`config.mk`:
```
export PLATFORM = sky130hd
export DESIGN_NAME = irq_axil_notifier_flat
export DESIGN_NICKNAME = d
export VERILOG_FILES = /design/src/rtl/irq_axil_notifier_if.sv /design/src/rtl/irq_axil_notifier.sv /design/src/flat_wrapper.sv
export SDC_FILE = /design/constraint.sdc
export NUM_CORES = 1
export LEC_CHECK = 0
export BUFFER_PORTS_ARGS = -buffer_cell sky130_fd_sc_hd__clkbuf_2
export CAP_MARGIN = 20
export CORE_ASPECT_RATIO = 0.6
export CORE_MARGIN = 2
export CORE_UTILIZATION = 25
export DETAILED_ROUTE_END_ITERATION = 16
export GPL_ROUTABILITY_DRIVEN = 0
export PLACE_DENSITY_LB_ADDON = 0.1
export SLEW_MARGIN = 20
export SYNTH_ARGS = -nofsm -noshare
export SYNTH_HDL_FRONTEND = slang
export SYNTH_SLANG_ARGS = --single-unit
```
`constraint.sdc`:
```
create_clock -name clk_i -period 3.55 [get_ports clk_i]
set_input_delay 0.71 -clock clk_i [delete_from_list [all_inputs] [get_ports clk_i]]
set_output_delay 0.71 -clock clk_i [all_outputs]
set_load 0.05 [all_outputs]
```
`src/rtl/irq_axil_notifier_if.sv`:
```
// AXI4-Lite bus bundle for irq_axil_notifier.
// master: the notifier issuing writes; slave: the host-side register target.
interface irq_axil_notifier_if #(
    parameter int unsigned ADDR_W = 32,
    parameter int unsigned DATA_W = 32
);
    logic [ADDR_W-1:0]   awaddr;
    logic [2:0]          awprot;
    logic                awvalid;
    logic                awready;
    logic [DATA_W-1:0]   wdata;
    logic [DATA_W/8-1:0] wstrb;
    logic                wvalid;
    logic                wready;
    logic [1:0]          bresp;
    logic                bvalid;
    logic                bready;
    logic [ADDR_W-1:0]   araddr;
    logic [2:0]          arprot;
    logic                arvalid;
    logic                arready;
    logic [DATA_W-1:0]   rdata;
    logic [1:0]          rresp;
    logic                rvalid;
    logic                rready;

    modport master (
        output awaddr, awprot, awvalid, input awready,
        output wdata, wstrb, wvalid, input wready,
        input bresp, bvalid, output bready,
        output araddr, arprot, arvalid, input arready,
        input rdata, rresp, rvalid, output rready
    );

    modport slave (
        input awaddr, awprot, awvalid, output awready,
        input wdata, wstrb, wvalid, output wready,
        output bresp, bvalid, input bready,
        input araddr, arprot, arvalid, output arready,
        output rdata, rresp, rvalid, input rready
    );
endinterface

```
`src/rtl/irq_axil_notifier.sv`:
```
// irq_axil_notifier: mirrors num_targets_p interrupt levels into per-target
// host registers with AXI4-Lite writes, round-robin between dirty targets,
// with bounded retry on error responses and a sticky drop flag.
// Optional feature macro: IRQ_AXIL_NOTIFIER_SYNC_EN adds a 2-flop
// synchroniser on irq_i (reset to 0); otherwise irq_i is used directly.
module irq_axil_notifier #(
    parameter int unsigned num_targets_p     = 2,
    parameter int unsigned axil_data_width_p = 32,
    parameter int unsigned axil_addr_width_p = 32,
    parameter logic [63:0] base_addr_p       = 64'h30_b000,
    parameter int unsigned stride_p          = 4,
    parameter int unsigned max_retries_p     = 3
) (
    input  logic                     clk_i,
    input  logic                     rst_ni,
    input  logic [num_targets_p-1:0] irq_i,
    output logic                     busy_o,
    output logic                     err_o,
    irq_axil_notifier_if.master      m_axil
);

    localparam int unsigned TGT_W  = (num_targets_p > 1) ? $clog2(num_targets_p) : 1;
    localparam int unsigned RTY_W  = (max_retries_p > 0) ? $clog2(max_retries_p + 1) : 1;
    localparam int unsigned STRB_W = axil_data_width_p / 8;

    typedef enum logic [1:0] {
        IDLE = 2'd0,
        SEND = 2'd1,
        RESP = 2'd2
    } state_t;

    logic [num_targets_p-1:0] w_irq_s;

`ifdef IRQ_AXIL_NOTIFIER_SYNC_EN
    logic [num_targets_p-1:0] r_sync1;
    logic [num_targets_p-1:0] r_sync2;

    // two-flop synchroniser for asynchronous interrupt lines
    always_ff @(posedge clk_i or negedge rst_ni) begin
        if (!rst_ni) begin
            r_sync1 <= '0;
            r_sync2 <= '0;
        end else begin
            r_sync1 <= irq_i;
            r_sync2 <= r_sync1;
        end
    end

    assign w_irq_s = r_sync2;
`else
    assign w_irq_s = irq_i;
`endif

    state_t                   r_state,   w_state_n;
    logic [num_targets_p-1:0] r_sent,    w_sent_n;
    logic [TGT_W-1:0]         r_ptr,     w_ptr_n;
    logic [TGT_W-1:0]         r_tgt,     w_tgt_n;
    logic                     r_lvl,     w_lvl_n;
    logic [RTY_W-1:0]         r_retry,   w_retry_n;
    logic                     r_aw_done, w_aw_done_n;
    logic                     r_w_done,  w_w_done_n;
    logic                     r_awvalid, w_awvalid_n;
    logic                     r_wvalid,  w_wvalid_n;
    logic                     r_bready,  w_bready_n;
    logic [axil_addr_width_p-1:0] r_awaddr, w_awaddr_n;
    logic [axil_data_width_p-1:0] r_wdata,  w_wdata_n;
    logic [STRB_W-1:0]        r_wstrb,   w_wstrb_n;
    logic                     r_err,     w_err_n;

    logic [num_targets_p-1:0] w_dirty;
    logic                     w_found;
    logic [TGT_W-1:0]         w_pick;
    int unsigned              w_idx;
    logic [63:0]              w_addr_full;
    logic [TGT_W-1:0]         w_ptr_inc;
    logic                     w_aw_hs;
    logic                     w_w_hs;

    assign w_dirty   = w_irq_s ^ r_sent;
    assign w_aw_hs   = r_awvalid & m_axil.awready;
    assign w_w_hs    = r_wvalid & m_axil.wready;
    assign w_ptr_inc = (r_tgt == TGT_W'(num_targets_p - 1)) ? '0 : r_tgt + TGT_W'(1);

    // round-robin search for the first dirty target starting at r_ptr
    always_comb begin
        w_found = 1'b0;
        w_pick  = '0;
        w_idx   = 0;
        for (int unsigned i = 0; i < num_targets_p; i++) begin
            w_idx = (32'(r_ptr) + i) % num_targets_p;
            if (!w_found && w_dirty[TGT_W'(w_idx)]) begin
                w_found = 1'b1;
                w_pick  = TGT_W'(w_idx);
            end
        end
        w_addr_full = base_addr_p + (64'(w_pick) * 64'(stride_p));
    end

    // state and output registers
    always_ff @(posedge clk_i or negedge rst_ni) begin
        if (!rst_ni) begin
            r_state   <= IDLE;
            r_sent    <= '0;
            r_ptr     <= '0;
            r_tgt     <= '0;
            r_lvl     <= 1'b0;
            r_retry   <= '0;
            r_aw_done <= 1'b0;
            r_w_done  <= 1'b0;
            r_awvalid <= 1'b0;
            r_wvalid  <= 1'b0;
            r_bready  <= 1'b0;
            r_awaddr  <= '0;
            r_wdata   <= '0;
            r_wstrb   <= '0;
            r_err     <= 1'b0;
        end else begin
            r_state   <= w_state_n;
            r_sent    <= w_sent_n;
            r_ptr     <= w_ptr_n;
            r_tgt     <= w_tgt_n;
            r_lvl     <= w_lvl_n;
            r_retry   <= w_retry_n;
            r_aw_done <= w_aw_done_n;
            r_w_done  <= w_w_done_n;
            r_awvalid <= w_awvalid_n;
            r_wvalid  <= w_wvalid_n;
            r_bready  <= w_bready_n;
            r_awaddr  <= w_awaddr_n;
            r_wdata   <= w_wdata_n;
            r_wstrb   <= w_wstrb_n;
            r_err     <= w_err_n;
        end
    end

    // next-state and next-output logic; valids/bready are computed one cycle
    // ahead so every bus output comes straight from a flop
    always_comb begin
        w_state_n   = r_state;
        w_sent_n    = r_sent;
        w_ptr_n     = r_ptr;
        w_tgt_n     = r_tgt;
        w_lvl_n     = r_lvl;
        w_retry_n   = r_retry;
        w_aw_done_n = r_aw_done;
        w_w_done_n  = r_w_done;
        w_awvalid_n = r_awvalid;
        w_wvalid_n  = r_wvalid;
        w_bready_n  = r_bready;
        w_awaddr_n  = r_awaddr;
        w_wdata_n   = r_wdata;
        w_wstrb_n   = r_wstrb;
        w_err_n     = r_err;

        case (r_state)
            IDLE: begin
                if (w_found) begin
                    w_tgt_n     = w_pick;
                    w_lvl_n     = w_irq_s[w_pick];
                    w_retry_n   = '0;
                    w_awaddr_n  = w_addr_full[axil_addr_width_p-1:0];
                    w_wdata_n   = axil_data_width_p'(w_irq_s[w_pick]);
                    w_wstrb_n   = '1;
                    w_aw_done_n = 1'b0;
                    w_w_done_n  = 1'b0;
                    w_awvalid_n = 1'b1;
                    w_wvalid_n  = 1'b1;
                    w_state_n   = SEND;
                end
            end
            SEND: begin
                if (w_aw_hs) begin
                    w_aw_done_n = 1'b1;
                    w_awvalid_n = 1'b0;
                end
                if (w_w_hs) begin
                    w_w_done_n = 1'b1;
                    w_wvalid_n = 1'b0;
                end
                if ((r_aw_done | w_aw_hs) && (r_w_done | w_w_hs)) begin
                    w_aw_done_n = 1'b0;
                    w_w_done_n  = 1'b0;
                    w_bready_n  = 1'b1;
                    w_state_n   = RESP;
                end
            end
            RESP: begin
                if (m_axil.bvalid) begin
                    w_bready_n = 1'b0;
                    if (m_axil.bresp == 2'b00) begin
                        w_sent_n[r_tgt] = r_lvl;
                        w_ptr_n         = w_ptr_inc;
                        w_state_n       = IDLE;
                    end else if (r_retry < RTY_W'(max_retries_p)) begin
                        // address/data registers still hold the same payload
                        w_retry_n   = r_retry + RTY_W'(1);
                        w_awvalid_n = 1'b1;
                        w_wvalid_n  = 1'b1;
                        w_state_n   = SEND;
                    end else begin
                        // sent bit untouched: target stays dirty for a later turn
                        w_err_n   = 1'b1;
                        w_ptr_n   = w_ptr_inc;
                        w_state_n = IDLE;
                    end
                end
            end
            default: begin
                w_state_n = IDLE;
            end
        endcase
    end

    assign busy_o = (r_state != IDLE);
    assign err_o  = r_err;

    assign m_axil.awaddr  = r_awaddr;
    assign m_axil.awprot  = 3'b000;
    assign m_axil.awvalid = r_awvalid;
    assign m_axil.wdata   = r_wdata;
    assign m_axil.wstrb   = r_wstrb;
    assign m_axil.wvalid  = r_wvalid;
    assign m_axil.bready  = r_bready;
    assign m_axil.araddr  = '0;
    assign m_axil.arprot  = 3'b000;
    assign m_axil.arvalid = 1'b0;
    assign m_axil.rready  = 1'b0;

endmodule
```
`src/flat_wrapper.sv`:
```
// flat-port wrapper written by rule: the top's interface ports become plain ports
module irq_axil_notifier_flat 
#(
    parameter int unsigned num_targets_p     = 2,
    parameter int unsigned axil_data_width_p = 32,
    parameter int unsigned axil_addr_width_p = 32,
    parameter logic [63:0] base_addr_p       = 64'h30_b000,
    parameter int unsigned stride_p          = 4,
    parameter int unsigned max_retries_p     = 3
)
  (clk_i, rst_ni, irq_i, busy_o, err_o, m_axil_awaddr, m_axil_awprot, m_axil_awvalid, m_axil_awready, m_axil_wdata, m_axil_wstrb, m_axil_wvalid, m_axil_wready, m_axil_bresp, m_axil_bvalid, m_axil_bready, m_axil_araddr, m_axil_arprot, m_axil_arvalid, m_axil_arready, m_axil_rdata, m_axil_rresp, m_axil_rvalid, m_axil_rready);
  irq_axil_notifier_if m_axil_i ();
  input  logic clk_i;
  input  logic rst_ni;
  input  logic [num_targets_p-1:0] irq_i;
  output logic busy_o;
  output logic err_o;
  output wire logic [$bits(m_axil_i.awaddr)-1:0] m_axil_awaddr;
  output wire logic [$bits(m_axil_i.awprot)-1:0] m_axil_awprot;
  output wire logic [$bits(m_axil_i.awvalid)-1:0] m_axil_awvalid;
  input wire logic [$bits(m_axil_i.awready)-1:0] m_axil_awready;
  output wire logic [$bits(m_axil_i.wdata)-1:0] m_axil_wdata;
  output wire logic [$bits(m_axil_i.wstrb)-1:0] m_axil_wstrb;
  output wire logic [$bits(m_axil_i.wvalid)-1:0] m_axil_wvalid;
  input wire logic [$bits(m_axil_i.wready)-1:0] m_axil_wready;
  input wire logic [$bits(m_axil_i.bresp)-1:0] m_axil_bresp;
  input wire logic [$bits(m_axil_i.bvalid)-1:0] m_axil_bvalid;
  output wire logic [$bits(m_axil_i.bready)-1:0] m_axil_bready;
  output wire logic [$bits(m_axil_i.araddr)-1:0] m_axil_araddr;
  output wire logic [$bits(m_axil_i.arprot)-1:0] m_axil_arprot;
  output wire logic [$bits(m_axil_i.arvalid)-1:0] m_axil_arvalid;
  input wire logic [$bits(m_axil_i.arready)-1:0] m_axil_arready;
  input wire logic [$bits(m_axil_i.rdata)-1:0] m_axil_rdata;
  input wire logic [$bits(m_axil_i.rresp)-1:0] m_axil_rresp;
  input wire logic [$bits(m_axil_i.rvalid)-1:0] m_axil_rvalid;
  output wire logic [$bits(m_axil_i.rready)-1:0] m_axil_rready;
  assign m_axil_awaddr = m_axil_i.awaddr;
  assign m_axil_awprot = m_axil_i.awprot;
  assign m_axil_awvalid = m_axil_i.awvalid;
  assign m_axil_i.awready = m_axil_awready;
  assign m_axil_wdata = m_axil_i.wdata;
  assign m_axil_wstrb = m_axil_i.wstrb;
  assign m_axil_wvalid = m_axil_i.wvalid;
  assign m_axil_i.wready = m_axil_wready;
  assign m_axil_i.bresp = m_axil_bresp;
  assign m_axil_i.bvalid = m_axil_bvalid;
  assign m_axil_bready = m_axil_i.bready;
  assign m_axil_araddr = m_axil_i.araddr;
  assign m_axil_arprot = m_axil_i.arprot;
  assign m_axil_arvalid = m_axil_i.arvalid;
  assign m_axil_i.arready = m_axil_arready;
  assign m_axil_i.rdata = m_axil_rdata;
  assign m_axil_i.rresp = m_axil_rresp;
  assign m_axil_i.rvalid = m_axil_rvalid;
  assign m_axil_rready = m_axil_i.rready;
  irq_axil_notifier #(.num_targets_p(num_targets_p), .axil_data_width_p(axil_data_width_p), .axil_addr_width_p(axil_addr_width_p), .base_addr_p(base_addr_p), .stride_p(stride_p), .max_retries_p(max_retries_p)) u_core (.clk_i(clk_i), .rst_ni(rst_ni), .irq_i(irq_i), .busy_o(busy_o), .err_o(err_o), .m_axil(m_axil_i));
endmodule
```
After elaboration in Yosys (flattened, before gate mapping)

Cells that the tools add are included.
W data, S select, Z words.

Multiplexer cells: 45
Reductions and logical operators: 22
Magnitude comparators: 6
Equal/unequal tests: 12
Add/subtract/negate cells: 4
Bitwise gates (word level): 7

Operators with widths:

| kind                    | count |
|---|---|
| $mux W1                 | 28 |
| $add A22 B3 Y23 const A | 1 |
| $reduce_and A3 Y1       | 6 |
| $mux W2                 | 8 |
| $ne A2 B1 Y1 const B    | 6 |
| $reduce_and A6 Y1       | 2 |
| $lt A1 B2 Y1 const B    | 4 |
| $reduce_bool A2 Y1      | 4 |
| $ne A3 B1 Y1 const B    | 2 |
| $pmux W1 S2             | 3 |
| $pmux W1 S3             | 2 |
| $pmux W2 S3             | 1 |
| $reduce_and A5 Y1       | 1 |
| $logic_not A2 Y1        | 2 |
| $ne A2 B2 Y1 const B    | 2 |
| $pmux W2 S2             | 1 |
| $reduce_and A4 Y1       | 1 |
| $logic_and A1 B1 Y1     | 3 |
| $reduce_bool A3 Y1      | 1 |
| $add A1 B1 Y1 const B   | 2 |
| $add A2 B1 Y2 const B   | 1 |
| $and A1 B1 Y1           | 2 |
| $bwmux W2               | 1 |
| $eq A2 B1 Y1 const B    | 1 |
| other kinds (9)         | 11 |

Register bits after elaboration: 48
Output and inout port bits: 113
Word-level logic and storage cells: 110

Logic depth before layout (Yosys ltp)

Depth in word-level cells: 9
Gate-level depth with buffers: 5

Least setup slack after synthesis

No wires, ideal clock.

Path kind: in2reg
Start: in m_axil_bresp[1]
End: reg u_core.r_awvalid, in the netlist u_core.m_axil.awvalid
Library setup time: 0.111 ns
Data arrival time: 1.649 ns
Setup slack: 1.789 ns
Stages: 5
Data required time: 3.439 ns
Cell sequence: nor2_1 -> or3b_1 -> buf_2 -> a21o_1 -> a222oi_1

Longest elaborated chain between the ends: 3

RTL lines:

| item                               | line                     | source |
|---|---|---|
| from (decl)                        | flat_wrapper.sv:26       | `input wire logic [$bits(m_axil_i.bresp)-1:0] m_axil_bresp;` |
| $logic_not A2 Y1                   | irq_axil_notifier.sv:190 | `if (m_axil.bresp == 2'b00) begin` |
| $ne A2 B2 Y1 (no source line)      | --                       |  |
| $reduce_and A6 Y1 (no source line) | --                       |  |
| to (signal assigned)               | irq_axil_notifier.sv:126 | `r_awvalid <= w_awvalid_n;` |
| to (decl)                          | irq_axil_notifier.sv:62  | `logic r_awvalid, w_awvalid_n;` |

Every way passes these cells.
A chain may end at the register's enable or synchronous reset.

Final worst setup path

Start: reg u_core.r_state[0]
End: out busy_o

Longest elaborated chain between the ends: 1

RTL lines:

| item                   | line                     | source |
|---|---|---|
| from (decl)            | irq_axil_notifier.sv:54  | `state_t r_state, w_state_n;` |
| from (signal assigned) | irq_axil_notifier.sv:118 | `r_state <= w_state_n;` |
| $reduce_bool A2 Y1     | irq_axil_notifier.sv:214 | `assign busy_o = (r_state != IDLE);` |
| to (decl)              | flat_wrapper.sv:16       | `output logic busy_o;` |

Every way passes these cells.

==> results.json <==
{
  "status": "finished clean",
  "fin_skew_ps": 4.03,
  "die_area_um2": 7170,
  "critPathKind": "reg -> out",
  "yosys-top-cells-area": "buf_4 (50%), dfrtp_1 (25%), o31ai_1 (2.8%)",
  "syn_area_per_cell_um2": 8.36,
  "max_freq_mhz": 484,
  "tritoncts": "done",
  "cts_buffers": 3,
  "drc": 0,
  "fin_crit_ps": 2060,
  "clock_sinks": 16,
  "portBuffers": 24,
  "worstPathCellList": "nor2_1 > inv_1 > clkbuf_2",
  "hpwlAfterDp_um": 2160,
  "die_w_um": 108,
  "cp_slowest_stage_delay_ps": 490,
  "crit_slowest_cell": "dfrtp_1",
  "fin_crit_sh_pct": 58.1,
  "firstDrtPassIters": 4,
  "diodes": 0,
  "vias": 955,
  "cp.depth": 3,
  "cts_setup_buffers": 0,
  "areaGrowthSynthToFinish_pct": -11.7,
  "grt_pass1_wl_um": 3530,
  "die_y_um": 66.4,
  "row_count": 22,
  "synthFlopType": "dfrtp_1",
  "p_per_area_nw_per_um2": 604,
  "ys_seq_area_share_pct": 24.7,
  "clk_latency_ps": 240,
  "finalMaxSlewViolations": 0,
  "netlist_instances": 194,
  "synth_cell_types": 28,
  "drt_iter0_drc": 36,
  "async_flop_share_pct": 100,
  "cts_resized": 0,
  "rr_worst_depth": 4,
  "root_buffer": "clkbuf_8",
  "cp_max_fo": 10,
  "cp.required_ps": 2840,
  "synth.most_common_cell": "buf_4",
  "p_leak_nw": 0.803,
  "synth_top_area_share_pct": 49.5,
  "drt-total-wl_um": 2580,
  "rsz0062_at_grt": "false",
  "synth_common_cells": "buf_4 (107), dfrtp_1 (16), nand2_1 (10)",
  "max_cap_viol_count": 0,
  "worstHoldPathType": "in -> async",
  "yosys_warnings": 0,
  "post_drt_wl_per_cell_um": 8.87,
  "nFillCells": 713,
  "viasPerCell": 3.28,
  "syn_area_um2": 1620,
  "detail-route-antenna-nets": 0,
  "antenna_found_initial": 0,
  "path_delay_family": "flip-flops",
  "final_core_util_pct": 23.1,
  "cts_hold_buf": 0,
  "critical_path_buf_inv_count": 2,
  "coreArea_um2": 6190,
  "cp-start-kind": "flop",
  "synth_edf_count": 0,
  "fin_tns_setup_ps": 0,
  "peakVddDrop_mv": 0.168,
  "arrival_ps": 1350,
  "grt_max_degree": 17,
  "ctsHtreeMaxLevel": 1,
  "ys_ff_latch": 16,
  "finalSetupViolations": 0,
  "clockBufferDepth": 2,
  "cp-end-kind": "output port",
  "grt_pass1_vias": 681,
  "path_clk_slew_ps": 60,
  "final_hold_viol_count": 0,
  "initial_core_util_pct": 26.2,
  "grt_use_total_pct": 6.69,
  "ios": 158,
  "overflow": 0,
  "yosysTopAreaCell": "buf_4",
  "layout-drive-gt1-share_pct": 15.0,
  "num-nets-final": 255
}
[final cells by class]
cell class / count / area, um^2 / share of cell area (%)
multi-input combinational: 158 / 742 / 51.8
sequential: 16 / 400 / 28.0
timing repair buffer: 24 / 120 / 8.39
tap: 84 / 105 / 7.34
clock buffer: 3 / 41.3 / 2.88
inverter: 6 / 22.5 / 1.57
[per-stage QoR]
step	instance area [um^2]	worst slack [ps]	std cells	hold WS, ps	power (mW)
2_1_floorplan	1980	1790	290	414	0.789
3_3_place_gp	1390	1560	288	491	0.742
3_5_place_dp	1390	1580	288	483	0.739
4_1_cts	1430	1470	291	406	0.874
5_1_grt	1430	1350	291	428	0.914
6_report	1430	1490	291	391	0.864
[placed cells by master (no fill, tap or decap), types with 2 or more instances in the layout]
| cell | Yosys | layout |
|---|---|---|
| a21o_1 | 3 | 3 |
| a222oi_1 | 2 | 2 |
| a31oi_1 | 3 | 3 |
| clkbuf_2 | 0 | 24 |
| clkbuf_8 | 0 | 3 |
| conb_1 | 1 | 97 |
| dfrtp_1 | 16 | 16 |
| inv_1 | 6 | 6 |
| mux2_2 | 2 | 2 |
| mux2i_1 | 2 | 2 |
| nand2_1 | 10 | 10 |
| nor2_1 | 9 | 9 |
| nor2b_1 | 3 | 3 |
| o21ai_0 | 8 | 8 |
| o31ai_1 | 6 | 6 |
| xor2_1 | 2 | 2 |
[report_power, final]
| part | total [mW] | internal [mW] | switching, mW |
|---|---|---|---|
| Sequential | 0.259 | 0.218 | 0.0415 |
| Clock | 0.130 | 0.0750 | 0.0545 |
| Combinational | 0.476 | 0.0598 | 0.416 |
[cells by family after synthesis]
logic type	Yosys count	synth area share (%)
compound gates	25	10.3
xor+xnor	2	1.08
fa+ha+maj	1	0.771
buf+inv	116	51.8
flops	16	24.7
mux	4	2.62
other cells	1	0.231
simple gates	29	8.49
[flip-flops by register name, summed over array words and instances, names as in the netlist]
| signal | cells |
|---|---|
| u_core.err_o | 1 |
| u_core.r_ptr | 1 |
| u_core.m_axil.awaddr | 2 |
| u_core.r_w_done | 1 |
| u_core.r_sent | 2 |
| u_core.m_axil.awvalid | 1 |
| u_core.r_state | 2 |
| u_core.m_axil.wvalid | 1 |
| u_core.r_retry | 2 |
| u_core.r_aw_done | 1 |
| u_core.r_lvl | 1 |
| u_core.m_axil.bready | 1 |
[routing by layer]
layer / routed length [um] / global-route usage (%) / vias to the layer above
li1: - / - / 452
met1: 1190 / 10.4 / 438
met2: 1130 / 8.18 / 63
met3: 255 / 2.66 / 2
met4: 8 / 1.44 / 0
met5: 0 / 0 / -
[worst paths after layout]
kind                                   start                     to  slack, ps
setup / recovery           u_core.r_state[0]                 busy_o       1490
hold / removal                        rst_ni   u_core.m_axil.wvalid        390
setup reg to reg           u_core.r_retry[0]  u_core.m_axil.awvalid       1730
hold reg to reg                 u_core.err_o           u_core.err_o        490
max in group asynchronous             rst_ni  u_core.m_axil.awvalid       2860
min in group clk_i              u_core.err_o           u_core.err_o        490
No activity file was read; power rests on OpenSTA's default activity.
